--- config.mk ---
export PLATFORM = sky130hd
export DESIGN_NAME = pc_fetch_sequencer
export DESIGN_NICKNAME = d
export VERILOG_FILES = /design/src/rtl/pc_fetch_sequencer_pkg.sv /design/src/rtl/pc_fetch_sequencer_next_mux.sv /design/src/rtl/pc_fetch_sequencer.sv
export SDC_FILE = /design/constraint.sdc
export NUM_CORES = 1
export LEC_CHECK = 0
export CORE_MARGIN = 4
export CORE_UTILIZATION = 45
export CTS_CLUSTER_DIAMETER = 200
export DETAILED_ROUTE_END_ITERATION = 10
export PLACE_DENSITY_LB_ADDON = 0.1
export SLEW_MARGIN = 5
export SYNTH_ARGS = -nofsm -noshare
export SYNTH_HDL_FRONTEND = slang
export SYNTH_HIERARCHICAL = 1
export SYNTH_SLANG_ARGS = --single-unit
--- constraint.sdc ---
create_clock -name clk -period 3.1 [get_ports clk]
set_clock_uncertainty 0.2 [all_clocks]
set_input_delay 0.62 -clock clk [delete_from_list [all_inputs] [get_ports clk]]
set_output_delay 0.62 -clock clk [all_outputs]
set_load 0.02 [all_outputs]
--- src/rtl/pc_fetch_sequencer_pkg.sv ---
// pc_fetch_sequencer_pkg: shared fetch FSM states and instruction-size defaults.
package pc_fetch_sequencer_pkg;
    typedef enum logic [2:0] {BOOT, REQ, WAIT, DRAIN, HOLD} fetch_state_e;
    localparam int ILEN_BYTES_DEF = 4;
    localparam int ALIGN_W_DEF = $clog2(ILEN_BYTES_DEF);
endpackage

--- src/rtl/pc_fetch_sequencer_next_mux.sv ---
// pc_next_mux: next fetch target select (trap > redirect > sequential) plus misalignment check.
module pc_next_mux
    import pc_fetch_sequencer_pkg::*;
#(
    parameter int XLEN = 32,
    parameter logic [XLEN-1:0] TRAP_VECTOR = 32'h0000_0100,
    parameter int ILEN_BYTES = ILEN_BYTES_DEF
) (
    input  logic [XLEN-1:0] pc,
    input  logic            trap,
    input  logic            redirect_valid,
    input  logic [XLEN-1:0] redirect_pc,
    output logic [XLEN-1:0] target,
    output logic            misaligned
);
    localparam logic [XLEN-1:0] MASK = XLEN'(ILEN_BYTES - 1);
    assign misaligned = !trap && redirect_valid && |(redirect_pc & MASK);
    assign target = (trap || misaligned) ? TRAP_VECTOR :
                    redirect_valid ? redirect_pc : pc + XLEN'(ILEN_BYTES);
endmodule

--- src/rtl/pc_fetch_sequencer.sv ---
// pc_fetch_sequencer: program counter owner driving the I-cache handshake and holding fetched instructions for decode.
module pc_fetch_sequencer
    import pc_fetch_sequencer_pkg::*;
#(
    parameter int XLEN = 32,
    parameter logic [XLEN-1:0] RESET_VECTOR = 32'h0000_0000,
    parameter logic [XLEN-1:0] TRAP_VECTOR = 32'h0000_0100,
    parameter int ILEN_BYTES = ILEN_BYTES_DEF
) (
    input  logic            clk,
    input  logic            rst,
    input  logic            stall_i,
    input  logic            redirect_valid_i,
    input  logic [XLEN-1:0] redirect_pc_i,
    input  logic            trap_i,
    output logic            icache_req_valid_o,
    output logic [XLEN-1:0] icache_req_addr_o,
    input  logic            icache_req_ready_i,
    input  logic            icache_resp_valid_i,
    input  logic [31:0]     icache_resp_instr_i,
    output logic            instr_valid_o,
    output logic [31:0]     instr_o,
    output logic [XLEN-1:0] instr_pc_o,
    output logic [XLEN-1:0] pc_o,
    output logic            misaligned_o
);
    fetch_state_e state;
    logic [XLEN-1:0] pc_q;
    logic [XLEN-1:0] target;
    logic mis;
    logic ev;
    pc_next_mux #(
        .XLEN(XLEN),
        .TRAP_VECTOR(TRAP_VECTOR),
        .ILEN_BYTES(ILEN_BYTES)
    ) u_next (
        .pc(pc_q),
        .trap(trap_i),
        .redirect_valid(redirect_valid_i),
        .redirect_pc(redirect_pc_i),
        .target(target),
        .misaligned(mis)
    );
    // BOOT is the only state that lets control events pass unnoticed
    assign ev = (trap_i || redirect_valid_i) && state != BOOT;
    assign icache_req_valid_o = state == REQ;
    assign icache_req_addr_o = pc_q;
    assign pc_o = pc_q;
    always_ff @(posedge clk or negedge rst) begin
        if (!rst) begin
            state <= BOOT;
            pc_q <= RESET_VECTOR;
            instr_valid_o <= 1'b0;
            instr_o <= '0;
            instr_pc_o <= '0;
            misaligned_o <= 1'b0;
        end else begin
            misaligned_o <= mis && ev;
            if (ev || (state == WAIT && icache_resp_valid_i))
                pc_q <= target;
            case (state)
                BOOT: state <= REQ;
                REQ: if (!ev && icache_req_ready_i) state <= WAIT;
                WAIT: begin
                    if (icache_resp_valid_i) begin
                        state <= ev ? REQ : HOLD;
                        if (!ev) begin
                            instr_valid_o <= 1'b1;
                            instr_o <= icache_resp_instr_i;
                            instr_pc_o <= pc_q;
                        end
                    end else if (ev) begin
                        state <= DRAIN;
                    end
                end
                DRAIN: if (icache_resp_valid_i) state <= REQ;
                HOLD: begin
                    if (ev || !stall_i) begin
                        state <= REQ;
                        instr_valid_o <= 1'b0;
                    end
                end
                default: state <= BOOT;
            endcase
        end
    end
endmodule
==> results of run 1 <==
## where the power goes
group	switching (mW)	total, mW	internal, mW	leakage, nW
sequential	0.351	2.02	1.67	1.36
combinational	1.19	2.56	1.37	1.82
clock	0.484	1.17	0.688	0.158
## metrics by stage
| step | setup slack, ns | power [mW] |
|---|---|---|
| 5_1_grt | 0.1289 | 6.063 |
| 2_1_floorplan | 0.2687 | 3.497 |
| 4_1_cts | 0.2850 | 5.836 |
| 6_report | 0.2865 | 5.761 |
| 3_5_place_dp | 0.2932 | 4.636 |
| 3_3_place_gp | 0.3547 | 4.586 |
## synth_stat cells (2+ instances only)
cell,count,share of area
a21oi_1,23,0.022
and2_1,2,0.0024
and3_1,4,0.0048
buf_2,5,0.0048
buf_4,33,0.047
buf_6,8,0.017
clkbuf_1,9,0.0064
dfrtp_1,101,0.48
inv_1,9,0.0064
mux2_1,38,0.081
mux2_2,30,0.064
mux2_4,30,0.086
mux2i_1,6,0.011
nand2_1,15,0.011
nand3_1,11,0.010
nand4_1,6,0.0071
nor2_1,24,0.017
nor2b_1,2,0.0024
nor3_1,10,0.0095
nor3b_1,4,0.0057
nor4_1,4,0.0048
o21ai_0,22,0.021
or4_4,2,0.0043
xnor2_1,23,0.038
xor2_1,2,0.0033
## kinds of logic (layout without fill, tap and decap cells)
group | count (synthesis) | count (layout) | share of synthesized area
multiplexers | 104 | 104 | 0.2425
flip-flops | 101 | 101 | 0.4802
AO/OA/AOI/OAI | 52 | 52 | 0.05634
adder cells (fa/ha/maj) | 1 | 1 | 0.002377
AND/OR/NAND/NOR | 92 | 92 | 0.09389
buffers and inverters | 66 | 244 | 0.08319
XOR/XNOR | 25 | 25 | 0.04160
## layout make-up
| cell class | count | area [sq um] |
|---|---|---|
| flip-flops and latches | 101 | 2527 |
| fillers | 891 | 3902 |
| repair buffers | 218 | 2162 |
| clock buffers | 12 | 266.5 |
| inverters | 10 | 37.54 |
| multi-input cells | 274 | 2298 |
| clock inverters | 4 | 45.04 |
| well taps | 143 | 178.9 |
## state kept, by name (all words and copies together), names as in the netlist
signal / count
icache_req_addr_o: 32
instr_o: 32
instr_pc_o: 32
instr_valid_o: 1
misaligned_o: 1
state: 3
## worst max-delay path by stage
stage / to / slack (ns) / cells past startpoint
3_5_place_dp: icache_req_addr_o[31] / 0.29 / 6
5_1_grt: icache_req_addr_o[31] / 0.13 / 6
4_1_cts: icache_req_addr_o[31] / 0.28 / 6
2_1_floorplan: icache_req_addr_o[31] / 0.27 / 7
3_3_place_gp: icache_req_addr_o[31] / 0.35 / 6
6_report: icache_req_addr_o[31] / 0.29 / 6
## layout by cell type, fill, tap and decap left out, types with 2 or more instances in the layout
| cell | n |
|---|---|
| mux2_2 | 30 |
| buf_4 | 16 |
| o21ai_0 | 22 |
| mux2_1 | 38 |
| nand3_1 | 11 |
| nor2b_1 | 2 |
| nor4_1 | 4 |
| xnor2_1 | 23 |
| mux2i_1 | 6 |
| buf_12 | 2 |
| clkbuf_16 | 9 |
| xor2_1 | 2 |
| nand4_1 | 6 |
| or4_4 | 2 |
| nand2_1 | 15 |
| nor2_1 | 24 |
| and2_1 | 2 |
| clkbuf_8 | 3 |
| clkinv_2 | 3 |
| clkdlybuf4s50_1 | 200 |
| inv_1 | 9 |
| and3_1 | 4 |
| dfrtp_1 | 101 |
| a21oi_1 | 23 |
| mux2_4 | 30 |
| nor3b_1 | 4 |
| nor3_1 | 10 |
## metal layers
layer  up-vias  part of all wire  routed length, um  global-route usage
li1       1856                 -                  -                   -
met1      1907              0.42               5560              0.2475
met2       151              0.48               6322              0.3268
met3        18             0.076               1003             0.06321
met4         0             0.019                248             0.06651
met5         -                 0                  0                   0
==> run metrics, run 1 <==
Die ar.=13490 sq um; Mapped Nets=about 510; Worst setup EP type=register; Die H=between 100 and 150 um; WHS=0.03993 ns; Highest Clock Rate=around 360 MHz; ANT cells=0; TritonRoute pass-1 iters=4; dpl hpwl=9612 um; Data required, critical path=3.14 ns; fin nets=about 690; Worst R2R Start=icache_req_addr_o[11]; min Tclk post-route=2.814 ns; crit-path max cell delay=between 0.5 and 0.6 ns; crit path from=icache_req_addr_o[11]; Placed Instances=around 750; DR iter-0 viols=~180; Post-synth EDFFs=0; Finished Layout Cells=~760; total CTS buffers=9; core area=about 11000 sq um; Setup TNS=0 ns; vias in the first global route=slightly above 4000; aggregate global-route resource usage=0.1980; ys flop type=dfrtp_1; Antenna Nets Post-Route=0; RSZ-0062 raised after global routing=no; initial antenna violation count=0; Setup Buffers After CTS=0; Seq cells post-synth=around 100; Area growth syn-to-layout=42.79%; Setup Viol. Count Final=0; first-pass GRT wire length=approximately 21000 um; post-route clock period utilization=0.9076; max cap viols=0; critical path class=register to register; Residual DRC=0; clk_lat worst skew=about 0.35 ns; Seq/Total Area, Yosys=0.4802; Layout Utilization=0.6582; Startpoint Class=register; synthesized area=between 5000 and 6000 sq um; worst vdd ir=approximately 640 uV; DR vias=just under 4000; critical path's top delay family=simple AND/OR/NAND/NOR gates; # hold bufs at CTS=0; Worst Hold Class=primary input to asynchronous set/reset pin; DP Area=~7200 sq um; Clock Tree Root=clkbuf_16; final hold viol count=0; starting density of the core=0.4610; count of buffers from port buffering=between 200 and 250; Avg Inst Size Synth=roughly 12 sq um; worst path bufs/invs=0; status=finished clean; final instance area=7516 sq um; Core Rows=39; yosys warns=6; cts repair resizes=0; total I/O pin count=a little over 200; total routed wirelength=between 10000 and 15000 um; Slew @ Worst Pin=between 0.5 and 0.6 ns; pin count of the biggest net entering global routing=40; Longest Clk Path Bufs=2; Worst slew margin=0.6355; worst path cell trace=nand4_4 -> or4_4 -> or4_4 -> o311ai_1 -> o211ai_1 -> mux2_2; LEAKAGE=about 3.3 nW; grt ovf=0; cell depth of the worst flop-to-flop path=6; Synth cell types=43; R2R Setup Slk=~0.29 ns; share of layout cells above drive strength 1=0.1680; PwrDens=between 700 and 800 nW/um^2; CTS clk-pin slew, worst paths=0.07 ns; chip width=116.2 um; CTS H-tree depth=3; Async SR Flop Fraction=1.000; routed vias/inst=5.160; Worst path slowest cell=or4_4; fin. max-slew vios=0; CP Max Fanout=10; GPL Wtd Cong=just over 0.8; WL per Instance=between 15 and 20 um; TritonCTS sink count=101; CP dominant cell by count=or4_4; reg-to-reg endpoint=icache_req_addr_o[31]; TritonCTS clock tree=built; Mapped Cells=441; critical path data arrival time=approximately 2.9 ns
(Power assumes the default switching activity.)
==> run 2: changes to the inputs <==
- TNS_END_PERCENT: not set -> 20
==> results of run 2 <==
The final DEF is identical to that of run 1; final timing and power are the same.
==> run 3: changes to the inputs <==
- ABC_CLOCK_PERIOD_IN_PS: not set -> 3100
- RECOVER_POWER: not set -> 50
==> run metrics, run 3 (synthesis results as in run 1) <==
status=finished, violations left; failing checks=capacitance limit, slew limit; crit-path max cell delay=0.61 ns (+0.03 ns); total CTS buffers=9 (unchanged); CTS clk-pin slew, worst paths=0.07 ns (about the same); Placed Instances=746 (unchanged); Worst slew margin=-0.4311 (-1.067); TritonRoute pass-1 iters=4 (unchanged); area of the multi-input gates=2298 sq um (unchanged); worst path bufs/invs=0 (unchanged); Highest Clock Rate=356.4 MHz (+0.27%); final hold viol count=0 (unchanged); crit path from=icache_req_addr_o[15]; LEAKAGE=3.503 nW (+4.9%); CP dominant cell by count=or4_4; total power=5.667 mW (-1.6%); RSZ-0062 raised after global routing=no; GPL Wtd Cong=0.8191 (unchanged); TritonCTS sink count=101 (unchanged); CP Max Fanout=10 (unchanged); starting density of the core=0.4610 (unchanged); initial antenna violation count=0 (unchanged); DR WL met2=6317 um (about the same); # hold bufs at CTS=0 (unchanged); Die ar.=13490 sq um (unchanged); vias in the first global route=4093 (unchanged); Antenna Nets Post-Route=0 (unchanged); WL met1=5596 um (+0.65%); TritonCTS clock tree=built; Setup TNS=0 ns (unchanged); Filler Cell Count=895 (+0.45%); Residual DRC=0 (unchanged); Slew @ Worst Pin=2.147 ns (+1.604 ns); core area=11420 sq um (unchanged); post-route clock period utilization=0.9051 (-0.002454); Worst path depth=6 (unchanged); R2R Setup Slk=0.29 ns (about the same); Max Used Layer=met4; fin. max-slew vios=40 (+40); dpl hpwl=9612 um (unchanged); Worst path slowest cell=or4_4; routed vias/inst=5.163 (about the same); worst vdd ir=634.9 uV (-0.69%); fin nets=686 (unchanged); DR vias=3934 (+0.051%); Layout Utilization=0.6563 (-0.001972); count of buffers from port buffering=201 (unchanged); Clock Tree Root=clkbuf_16; Area growth syn-to-layout=42.36%; crit path to=icache_req_addr_o[31]; ANT cells=0 (unchanged); Sequential Area=2527 sq um (unchanged); Finished Layout Cells=762 (unchanged); Setup Viol. Count Final=0 (unchanged); total I/O pin count=202 (unchanged); aggregate global-route resource usage=0.1980 (unchanged); Longest Clk Path Bufs=2 (unchanged); max cap viols=1 (+1); cts repair resizes=0 (unchanged); Setup Buffers After CTS=0 (unchanged); clk_lat worst skew=0.35 ns (about the same); chip width=116.2 um (unchanged); PwrDens=756.3 nW/um^2 (-1.3%); DR iter-0 viols=180 (-1.1%); Worst R2R Start=icache_req_addr_o[15]; first-pass GRT wire length=20840 um (unchanged); critical path data arrival time=2.84 ns (about the same); worst path cell trace=nand4_1 -> or4_4 -> or4_4 -> o311ai_1 -> o211ai_1 -> mux2_2; share of layout cells above drive strength 1=0.1648 (-0.003231); commonest non-fill, non-tap cell in the layout=clkdlybuf4s50_1; CTS H-tree depth=3 (unchanged); reg-to-reg endpoint=icache_req_addr_o[31]; WL per Instance=17.24 um (unchanged); min Tclk post-route=2.806 ns (-0.007606 ns); total routed wirelength=13140 um (unchanged); Die H=116.2 um (unchanged); critical path's top delay family=simple AND/OR/NAND/NOR gates; cell depth of the worst flop-to-flop path=6 (unchanged); Worst setup EP type=register; grt ovf=0 (unchanged); Data required, critical path=3.14 ns (about the same); Core Rows=39 (unchanged); DR WL met3=973 um (-3.0%); Worst Hold Class=register to register; Startpoint Class=register; pin count of the biggest net entering global routing=40 (unchanged); critical path class=register to register; commonest cells after routing, fill and taps aside=clkdlybuf4s50_1, dfrtp_1, dlygate4sd3_1
==> run 3: changes by cell type in the layout (fill, tap and decap cells not counted) <==
cell	change
clkbuf_4	+1
clkbuf_1	+2
buf_12	-1
dlygate4sd3_1	+62
buf_4	-3
clkdlybuf4s50_1	-62
clkbuf_2	+1
==> run 3: worst reg2reg max path, cell delays in order, from the launching register on <==
cell and delay (ns):
dfrtp_1 0.48, nand4_1 0.14, or4_4 0.61, or4_4 0.58, o311ai_1 0.29, o211ai_1 0.12, mux2_2 0.27
==> run 3: worst min-delay path by stage <==
stage | start | to | slack, ns | depth (start not counted)
floorplan | rst | icache_req_addr_o[0] | 0.12 | 0
CTS | rst | instr_pc_o[12] | 0.05 | 1
detailed placement | instr_pc_o[14] | instr_pc_o[14] | 0.29 | 1
global placement | instr_pc_o[13] | instr_pc_o[13] | 0.27 | 1
global route | instr_o[22] | instr_o[22] | 0.31 | 1
finish | instr_pc_o[14] | instr_pc_o[14] | 0.29 | 1
==> run 3: routing by layer <==
metal / vias up / track usage
met5: - / 0
met1: 1911 / 0.2475
met2: 145 / 0.3268
met4: 0 / 0.06651
li1: 1860 / -
met3: 18 / 0.06321
==> run 3: final cells by class <==
type                       count  share of cell area
sequential                   101              0.3373
multi-input combinational    274              0.3067
timing repair buffer         218              0.2855
clock buffer                  12             0.03557
tap                          143             0.02388
clock inverter                 4            0.006011
inverter                      10            0.005009
==> run 3: power breakdown <==
group | total (mW) | switching [mW] | internal (mW)
clock network | 1.17 | 0.484 | 0.688
logic | 2.48 | 1.19 | 1.29
registers | 2.01 | 0.340 | 1.67
==> run 3: stage by stage <==
step                      hold WS (ns)  cell area [sq um]  setup slack [ns]
final                           0.2858               7493            0.2941
after global routing            0.3124               7493           0.09932
after CTS                      0.05396               7516            0.2850
after detailed placement        0.2859               7204            0.2932
after global placement          0.2743               7204            0.3547
after floorplan                 0.1244               5264            0.2687
